--- config.mk ---
export PLATFORM = sky130hd
export DESIGN_NAME = ddr_read_responder
export DESIGN_NICKNAME = d
export VERILOG_FILES = /design/src/rtl/ddr_read_responder.sv
export SDC_FILE = /design/constraint.sdc
export NUM_CORES = 1
export LEC_CHECK = 0
export CORE_MARGIN = 2
export CORE_UTILIZATION = 50
export DETAILED_ROUTE_END_ITERATION = 8
export PLACE_DENSITY = 0.83
export SLEW_MARGIN = 0
export SYNTH_ARGS = -nofsm -noshare
export SYNTH_HDL_FRONTEND = slang
export SYNTH_SLANG_ARGS = --single-unit
--- constraint.sdc ---
create_clock -name clk_i -period 4.5 [get_ports clk_i]
set_input_delay 0.675 -clock clk_i [delete_from_list [all_inputs] [get_ports clk_i]]
set_output_delay 0.675 -clock clk_i [all_outputs]
set_load 0.05 [all_outputs]
--- src/rtl/ddr_read_responder.sv ---
// ddr_read_responder: on a rising edge of the read request, issues one read
// burst to the memory controller, pops the returned 32-bit words and streams
// them little-endian, one byte per cycle, into the USB byte FIFO. Ends with
// a one-cycle done pulse, either on completion or on a read-data timeout.
module ddr_read_responder #(
  parameter int BURST_WORDS = 16,
  parameter int TIMEOUT_CYC = 4096
) (
  input  logic        clk_i,
  input  logic        reset_n_i,
  input  logic        rd_req_i,
  input  logic [31:0] rd_address_i,
  output logic        rd_done_o,
  output logic        rd_error_o,
  output logic        busy_o,
  output logic        cmd_en_o,
  output logic [2:0]  cmd_instr_o,
  output logic [29:0] cmd_byte_addr_o,
  output logic [5:0]  cmd_bl_o,
  input  logic        cmd_full_i,
  output logic        mem_rd_en_o,
  input  logic [31:0] mem_rd_data_i,
  input  logic        mem_rd_empty_i,
  output logic [7:0]  fifo_din_o,
  output logic        fifo_wr_en_o,
  input  logic        fifo_full_i
);

  localparam int WCW = $clog2(BURST_WORDS + 1);
  localparam int TCW = $clog2(TIMEOUT_CYC + 1);

  typedef enum logic [2:0] {
    S_IDLE, S_CMD, S_FETCH, S_CAP, S_SHIFT, S_DONE
  } state_e;

  state_e         state_q, state_d;
  logic           req_q;
  logic [29:0]    addr_q, addr_d;
  logic           err_q, err_d;
  logic [WCW-1:0] words_q, words_d;
  logic [TCW-1:0] tmo_q, tmo_d;
  logic [31:0]    shift_q, shift_d;
  logic [1:0]     bidx_q, bidx_d;
  logic           rise;
  logic           pop;

  // Address bits below word granularity and above the 1 GB window are unused.
  logic unused_addr_bits;
  assign unused_addr_bits = ^{rd_address_i[31:30], rd_address_i[1:0]};

  assign rise = rd_req_i & ~req_q;

  // State and datapath registers; reset drops everything back to idle.
  always_ff @(posedge clk_i or negedge reset_n_i) begin
    if (!reset_n_i) begin
      state_q <= S_IDLE;
      req_q   <= 1'b0;
      addr_q  <= '0;
      err_q   <= 1'b0;
      words_q <= '0;
      tmo_q   <= '0;
      shift_q <= '0;
      bidx_q  <= '0;
    end else begin
      state_q <= state_d;
      req_q   <= rd_req_i;
      addr_q  <= addr_d;
      err_q   <= err_d;
      words_q <= words_d;
      tmo_q   <= tmo_d;
      shift_q <= shift_d;
      bidx_q  <= bidx_d;
    end
  end

  // Next-state logic and strobes. On the last byte of a word the next word
  // is popped in the same cycle when available, giving 4 bytes per 5 cycles.
  always_comb begin
    state_d      = state_q;
    addr_d       = addr_q;
    err_d        = err_q;
    words_d      = words_q;
    tmo_d        = tmo_q;
    shift_d      = shift_q;
    bidx_d       = bidx_q;
    cmd_en_o     = 1'b0;
    pop          = 1'b0;
    fifo_wr_en_o = 1'b0;
    case (state_q)
      S_IDLE: begin
        if (rise) begin
          state_d = S_CMD;
          addr_d  = {rd_address_i[29:2], 2'b00};
          err_d   = 1'b0;
          words_d = '0;
          tmo_d   = '0;
          bidx_d  = '0;
        end
      end
      S_CMD: begin
        if (!cmd_full_i) begin
          cmd_en_o = 1'b1;
          state_d  = S_FETCH;
        end
      end
      S_FETCH: begin
        if (!mem_rd_empty_i) begin
          pop     = 1'b1;
          state_d = S_CAP;
        end else if (tmo_q == TCW'(TIMEOUT_CYC - 1)) begin
          err_d   = 1'b1;
          state_d = S_DONE;
        end else begin
          tmo_d = tmo_q + TCW'(1);
        end
      end
      S_CAP: begin
        shift_d = mem_rd_data_i;
        bidx_d  = '0;
        state_d = S_SHIFT;
      end
      S_SHIFT: begin
        if (!fifo_full_i) begin
          fifo_wr_en_o = 1'b1;
          shift_d      = {8'h00, shift_q[31:8]};
          bidx_d       = bidx_q + 2'd1;
          if (bidx_q == 2'd3) begin
            if (words_q == WCW'(BURST_WORDS)) begin
              state_d = S_DONE;
            end else if (!mem_rd_empty_i) begin
              pop     = 1'b1;
              state_d = S_CAP;
            end else begin
              state_d = S_FETCH;
            end
          end
        end
      end
      S_DONE:  state_d = S_IDLE;
      default: state_d = S_IDLE;
    endcase
    if (pop) begin
      words_d = words_q + WCW'(1);
      tmo_d   = '0;
    end
  end

  assign mem_rd_en_o     = pop;
  assign rd_done_o       = (state_q == S_DONE);
  assign busy_o          = (state_q != S_IDLE);
  assign rd_error_o      = err_q;
  assign cmd_instr_o     = cmd_en_o ? 3'b001 : 3'b000;
  assign cmd_byte_addr_o = addr_q;
  assign cmd_bl_o        = 6'(BURST_WORDS - 1);
  assign fifo_din_o      = shift_q[7:0];

endmodule

Word level (Yosys, flattened, before mapping) --
Index checks and enable logic that the tools add are counted.
Operators by class: $add $sub $neg 3, equality and inequality tests 18, muxes and demuxes 36, bitwise gates (word level) 2, reductions and logical operators 15
Operator list (number):
- $pmux 32 s2 | 1
- $mux 13 | 4
- $mux 32 | 1
- $pmux 13 s2 | 1
- $mux 3 | 7
- $mux 5 | 3
- $pmux 3 s5 | 1
- $add 13x1->13 const B | 1
- $eq 13x12->1 const B | 1
- $mux 1 | 13
- $ne 2x2->1 const B | 6
- $ne 3x3->1 const B | 4
- $reduce_bool 3->1 | 3
- $reduce_and 4->1 | 2
- $reduce_bool 2->1 | 4
- $eq 3x2->1 const B | 2
- $eq 3x3->1 const B | 2
- $pmux 2 s3 | 1
- $reduce_and 2->1 | 3
- $add 5x1->5 const B | 1
- $eq 5x5->1 const B | 1
- $reduce_and 5->1 | 1
- $mux 2 | 2
- $pmux 1 s2 | 2
- 7 further kinds | 7
Word-level totals: bits in registers 85, bits of input ports 70, output and inout port bits 53, logic and storage cells 82

Longest topological paths before layout --
Gate-level depths: netlist of run 1.
depth after elaboration 7, mapped depth 8, gate-level depth less buffers 7

Worst setup path before layout of run 1 --
OpenSTA, ideal clock, no wires.
path kind input to output, start point input port cmd_full_i, end point output port cmd_instr_o[0], arrival time 2.825 ns, data required time 3.825 ns, path slack 1.000 ns, cell stages on the path 2, buffers on the path 1, path through nor4b_1 -> buf_4
Between the ends: longest elaborated chain between the ends 3
RTL lines:
- from (decl) | line 20 | input logic cmd_full_i,
- $mux 1 | line 101 | if (!cmd_full_i) begin
- $mux 1 | line 89 | case (state_q)
- $mux 1 | line 152 | assign cmd_instr_o = cmd_en_o ? 3'b001 : 3'b000;
- to (decl) | line 17 | output logic [2:0] cmd_instr_o,
Every way passes these cells.

Final worst setup path of run 1 --
start point input port fifo_full_i, end point output port mem_rd_en_o
Between the ends: longest elaborated chain between the ends 2
RTL lines:
- from (decl) | line 26 | input logic fifo_full_i
- $mux 1 | line 123 | if (!fifo_full_i) begin
- $pmux 1 s2 | line 89
- to (decl) | line 21 | output logic mem_rd_en_o,
Every way passes these cells.

==> run summary, run 1 <==
VDD IR max - 0.0003458 V
Die ar. - 9168 um^2
RSZ-0062 raised after global routing - no
Synth Register Bits - 85
Ys Warns - 0
Final setup viols - 0
first-pass GRT wire length - 14410 um
most frequent cells in the layout - clkdlybuf4s50_1, dfrtp_1, o21ai_0
asr flop ratio synth - 1.000
Fillers - 638
worst rel slew slack - 0.3128
last element of the critical path - mem_rd_en_o
post-synthesis area per instance - 11.53 um^2
final hold violation count - 0
largest net degree at the start of global routing - 86
vias per cell - 5.422
period utilization - 0.7938
Via Count - 3047
Post-Route Utilization - 0.6570
final cell count without fillers - 562
outcome - complete, no violations
kind of critical path - in2out
Max-Cap Viols - 0
Reg2Reg Capture Point - state_q[2]
CTS Root Cell - clkbuf_8
post-layout net count - 526
Pwr Density - 691.7 nW/um^2
minimum clock period - 3.572 ns
Ports - 123
logic depth of the worst path, buffers included - 6
clk_skew - 0.01097 ns
most common cell after layout, fill and taps aside - clkdlybuf4s50_1
number of setup buffers added after CTS - 0
IO Port Bufs - 108
Crit Path Max Fanout - 10
vias in the first global route - 2958
DP Wirelength - 6109 um
Row Count - 33
H-tree Lvls - 3
# resized after CTS - 0
initial core utilization - 0.5148
Die X - 95.75 um
EDFF count, synth - 0
r2r setup slk - 2.31 ns
worst path bufs/invs - 3
RR Startpoint - tmo_q[1]
register area - 2127 um^2
clock slew at reported path FFs - 0.08 ns
Setup WS pre-CTS - 0.9429 ns
total grt overflow - 0
Seq/Total Area, Yosys - 0.5054
area occupied by multi-input gates - 1778 um^2
critical path startpoint category - input pin
CTS Buf Count - 9
DRT iter0 DRCs - 201
Worst Hold Class - in2async
initial antenna violation count - 1
Worst-Skew Late Latency - 0.35 ns
Max Root-Sink Buffers - 2
Worst path max stage delay - 0.80 ns
Avg WL per Cell - 15.47 um
post-route antenna net violation count - 0
Synth Instances - 365
crit-path cells - clkdlybuf4s50_1 -> nor4b_4 -> nand3_1 -> a21o_1 -> inv_1 -> clkdlybuf4s50_1
total routing usage reported by global routing - 0.2024
DRC - 0
CP Capture Type - output port
final setup margin - 0.9278 ns
Reg2Reg Depth - 6
hold_buf cts - 0
Max stage delay cell, worst path - clkdlybuf4s50_1
CTS tree - done
crit path launch - fifo_full_i
placed cells - 546
Peak Freq - 279.9 MHz
Worst Max-Slew Pin Slew - 1.031 ns
layout cells sized above 1 - 0.1250
Slew Viols, Final - 0
WP data arrival - 2.90 ns
setup TNS - 0 ns
synth-to-layout area growth - 27.62%
number of distinct library cells after synthesis - 48
final RePlAce weighted congestion - 0.8554
DIE HEIGHT - 95.75 um
Synth Cell Area - 4209 um^2
Crit path max-delay family - buffers and inverters
core area - 8175 um^2
dominant synthesized flop cell - dfrtp_1
DR pass1 iterations - 4
Worst EP required - 3.83 ns
final wirelength - 8693 um
most repeated library cell on the critical path - clkdlybuf4s50_1
Leak - 2.379 nW
CTS sink count - 85
==> sequential cells by signal, summed over array words and instances (netlist names) <==
register,count
shift_q,32
cmd_byte_addr_o,28
tmo_q,13
words_q,5
state_q,3
bidx_q,2
rd_error_o,1
req_q,1
==> how the worst min path moves through the flow <==
| stage | start | end | slack, ns | cells after the start |
|---|---|---|---|---|
| finish | reset_n_i | shift_q[30] | 0.49 | 1 |
| global route | shift_q[11] | shift_q[11] | 0.51 | 2 |
| CTS | tmo_q[10] | tmo_q[10] | 0.49 | 1 |
| detailed placement | shift_q[3] | shift_q[3] | 0.47 | 2 |
| global placement | shift_q[9] | shift_q[9] | 0.46 | 2 |
| floorplan | reset_n_i | bidx_q[0] | 0.38 | 0 |
==> cells by family after synthesis <==
logic type | Yosys count | share of synthesized area
AO/OA/AOI/OAI | 89 | 0.1314
flip-flops | 85 | 0.5054
AND/OR/NAND/NOR | 80 | 0.1058
multiplexers | 54 | 0.1596
buffers and inverters | 49 | 0.07997
adder cells (fa/ha/maj) | 4 | 0.01189
other | 2 | 0.001784
XOR/XNOR | 2 | 0.004162
==> metrics by stage <==
step           hold WS, ns  power (mW)  instance area (um^2)
2_1_floorplan       0.3794       2.676                  4239
3_3_place_gp        0.4625       3.111                  5156
3_5_place_dp        0.4722       3.161                  5156
4_1_cts             0.4903       3.745                  5369
5_1_grt             0.5144       3.940                  5369
6_report            0.4854       3.716                  5371
==> Yosys cell counts (all sizes together) (4+ instances only) <==
| library cell | n | area, um^2 |
|---|---|---|
| a31o | 4 | 35.03 |
| and2 | 7 | 43.79 |
| inv | 7 | 26.28 |
| nand2b | 4 | 32.53 |
| mux2i | 24 | 240.2 |
| a31oi | 9 | 56.30 |
| o21ai | 46 | 234.0 |
| dfrtp | 85 | 2127 |
| buf | 39 | 299.0 |
| nor2b | 5 | 31.28 |
| a21oi | 6 | 30.03 |
| ha | 4 | 50.05 |
| nor2 | 6 | 22.52 |
| a22o | 9 | 78.83 |
| nand3 | 10 | 50.05 |
| mux2 | 30 | 431.7 |
| nand4 | 5 | 31.28 |
| nand2 | 30 | 112.6 |
==> layer usage <==
| layer | vias up | part of all wire | wire [um] | GRT usage |
|---|---|---|---|---|
| met5 | - | 0 | 0 | 0 |
| met2 | 93 | 0.49 | 4239 | 0.3240 |
| met3 | 13 | 0.073 | 635 | 0.06265 |
| met1 | 1491 | 0.43 | 3702 | 0.2671 |
| met4 | 0 | 0.013 | 115 | 0.05714 |
| li1 | 1450 | - | - | - |
==> power breakdown <==
| part | leakage (nW) | internal [mW] | switching (mW) | total [mW] |
|---|---|---|---|---|
| combinational | 1.20 | 0.762 | 1.11 | 1.87 |
| clock | 0.101 | 0.309 | 0.266 | 0.575 |
| sequential | 1.08 | 1.06 | 0.203 | 1.27 |
| total | 2.38 | 2.14 | 1.58 | 3.72 |
==> worst reg2reg max path: cells and delay by family, from the launching register on <==
family	cells	cell delay (ns)
and+or+nand+nor	3	1.04
AOI/OAI and AO/OA	2	0.39
adders and majority gates	1	0.24
DFF	1	0.41
==> cell type report <==
cell class              count  share of cell area
flip-flops and latches     85              0.3960
diodes                      1           0.0004659
clock buffers               9             0.02306
repair buffers            110              0.2036
clock inverters             6             0.01654
multi-input cells         239              0.3310
well taps                 105             0.02446
inverters                   7            0.004892
Power figures use the tool's default switching activity.
==> inputs of run 2 (changes only) <==
--- a/config.mk
+++ b/config.mk
@@ -6,9 +6,9 @@
 export NUM_CORES = 1
 export LEC_CHECK = 0
 export CORE_MARGIN = 2
-export CORE_UTILIZATION = 50
+export CORE_UTILIZATION = 48
 export DETAILED_ROUTE_END_ITERATION = 8
-export PLACE_DENSITY = 0.83
+export PLACE_DENSITY = 0.8
 export SLEW_MARGIN = 0
 export SYNTH_ARGS = -nofsm -noshare
 export SYNTH_HDL_FRONTEND = slang
==> constraint.sdc (replaced) <==
create_clock -name clk_i -period 3.5 [get_ports clk_i]
set_input_delay 0.525 -clock clk_i [delete_from_list [all_inputs] [get_ports clk_i]]
set_output_delay 0.525 -clock clk_i [all_outputs]
set_load 0.05 [all_outputs]
==> run 2 against run 1 <==
Power up 29%; combinational power up 28%; worst hold slack worse by 0.14 ns; sequential cell count unchanged; core utilization down 3.1 points; die area up 4.0%.
==> run summary, run 2 (same netlist as run 1, synthesis figures left out) <==
outcome - complete, no violations
Antenna Cells - 0
Leak - 2.389 nW
CTS Buf Count - 9
Slew Viols, Final - 0
Via Count - 3043
Reg2Reg Depth - 6
Fillers - 686
number of setup buffers added after CTS - 0
Die ar. - 9534 um^2
setup TNS - 0 ns
DP Wirelength - 6242 um
Most flops, register - shift_q
synth-to-layout area growth - 27.82%
total routing usage reported by global routing - 0.1977
Row Count - 34
H-tree Lvls - 3
vias per cell - 5.386
core area - 8593 um^2
sequential share of power - 0.341
layout cells sized above 1 - 0.1291
Worst-Skew Late Latency - 0.35 ns
largest net degree at the start of global routing - 86
Worst EP required - 2.97 ns
RR Startpoint - tmo_q[0]
Clk pwr share - 0.159
CP Capture Type - output port
clock slew at reported path FFs - 0.09 ns
DRT iter0 DRCs - 216
Crit Path Max Fanout - 15
post-route antenna net violation count - 0
max reg flops - 32
vias in the first global route - 2991
Min Hold Slack - 0.3426 ns
worst rel slew slack - 0.3022
final wirelength - 8906 um
Pwr Density - 893.9 nW/um^2
RSZ-0062 raised after global routing - no
Max Root-Sink Buffers - 2
CTS Root Cell - clkbuf_8
initial antenna violation count - 0
r2r setup slk - 1.39 ns
minimum clock period - 2.772 ns
IO Port Bufs - 108
Worst Max-Slew Pin Slew - 1.047 ns
initial core utilization - 0.4898
Avg WL per Cell - 15.76 um
post-layout net count - 526
DR pass1 iterations - 4
WP data arrival - 2.25 ns
most frequent cells in the layout - clkdlybuf4s50_1, dfrtp_1, o21ai_0
VDD IR max - 0.0005159 V
kind of critical path - reg2out
Max-Cap Viols - 0
total grt overflow - 0
area occupied by multi-input gates - 1778 um^2
Worst path max stage delay - 0.87 ns
CTS tree - done
crit-path cells - nor4b_4 -> clkdlybuf4s50_1
Worst Hold Class - in2async
Die X - 97.64 um
clk_skew - 0.008325 ns
NetSw - 2.057 mW
critical path startpoint category - register
first-pass GRT wire length - 15210 um
Pwr Total - 4.810 mW
period utilization - 0.7919
Internal - 2.753 mW
DIE HEIGHT - 97.64 um
final hold violation count - 0
Sw Ratio - 0.4276
Final setup viols - 0
Max stage delay cell, worst path - clkdlybuf4s50_1
CTS sink count - 85
hold_buf cts - 0
Reg2Reg Capture Point - state_q[2]
# resized after CTS - 0
DRC - 0
final RePlAce weighted congestion - 0.8453
combinational share of power - 0.500
register area - 2127 um^2
Peak Freq - 360.8 MHz
Ports - 123
most common cell after layout, fill and taps aside - clkdlybuf4s50_1
## run 2: cell types whose count changed in the layout (fill, tap and decap cells not counted)
cell,before,now
buf_4,3,4
clkdlybuf4s50_1,107,106
clkinv_4,1,2
clkinvlp_4,2,1
diode_2,1,0
inv_6,0,1
## run 2: final cells by class
class                   instances  share of cell area
flip-flops and latches         85              0.3953
multi-input cells             239              0.3305
repair buffers                110              0.2028
well taps                     108             0.02512
clock buffers                   9             0.02302
clock inverters                 7             0.01837
inverters                       7            0.004884
## run 2: power groups by stage
stage	sequential, mW	combinational, mW	clock, mW
2_1_floorplan	2.18	1.26	0
3_3_place_gp	1.63	2.38	0
3_5_place_dp	1.66	2.41	0
4_1_cts	1.64	2.42	0.782
5_1_grt	1.69	2.57	0.829
6_report	1.64	2.40	0.764
## run 2: worst max-delay path: cells and delay by family, from the launching register on
kind / cells / cell delay (ns)
buffers and inverters: 1 / 0.87
flip-flops: 1 / 0.62
AND/OR/NAND/NOR: 1 / 0.40
## run 2: through the flow
stage	cells	setup slack, ns	instance area [um^2]	util
final	565	0.7284	5380	0.6261
after global routing	565	0.6119	5380	0.6261
after CTS	565	0.7120	5380	0.6261
after detailed placement	549	0.7685	5157	0.6002
after global placement	549	0.7766	5157	0.6002
after floorplan	373	0.1933	4239	-
## run 2: worst max-delay path by stage
stage,startpoint,to,depth (start not counted)
global route,state_q[1],cmd_instr_o[0],2
floorplan,state_q[1],cmd_instr_o[0],3
CTS,state_q[1],fifo_wr_en_o,2
detailed placement,fifo_full_i,fifo_wr_en_o,3
global placement,fifo_full_i,fifo_wr_en_o,3
finish,state_q[2],fifo_wr_en_o,2
## run 2: metal layers
layer / track usage / part of all wire / vias to the layer above
li1: - / - / 1451
met1: 0.2716 / 0.45 / 1498
met2: 0.3156 / 0.49 / 85
met3: 0.03813 / 0.045 / 9
met4: 0.06838 / 0.012 / 0
met5: 0 / 0 / -
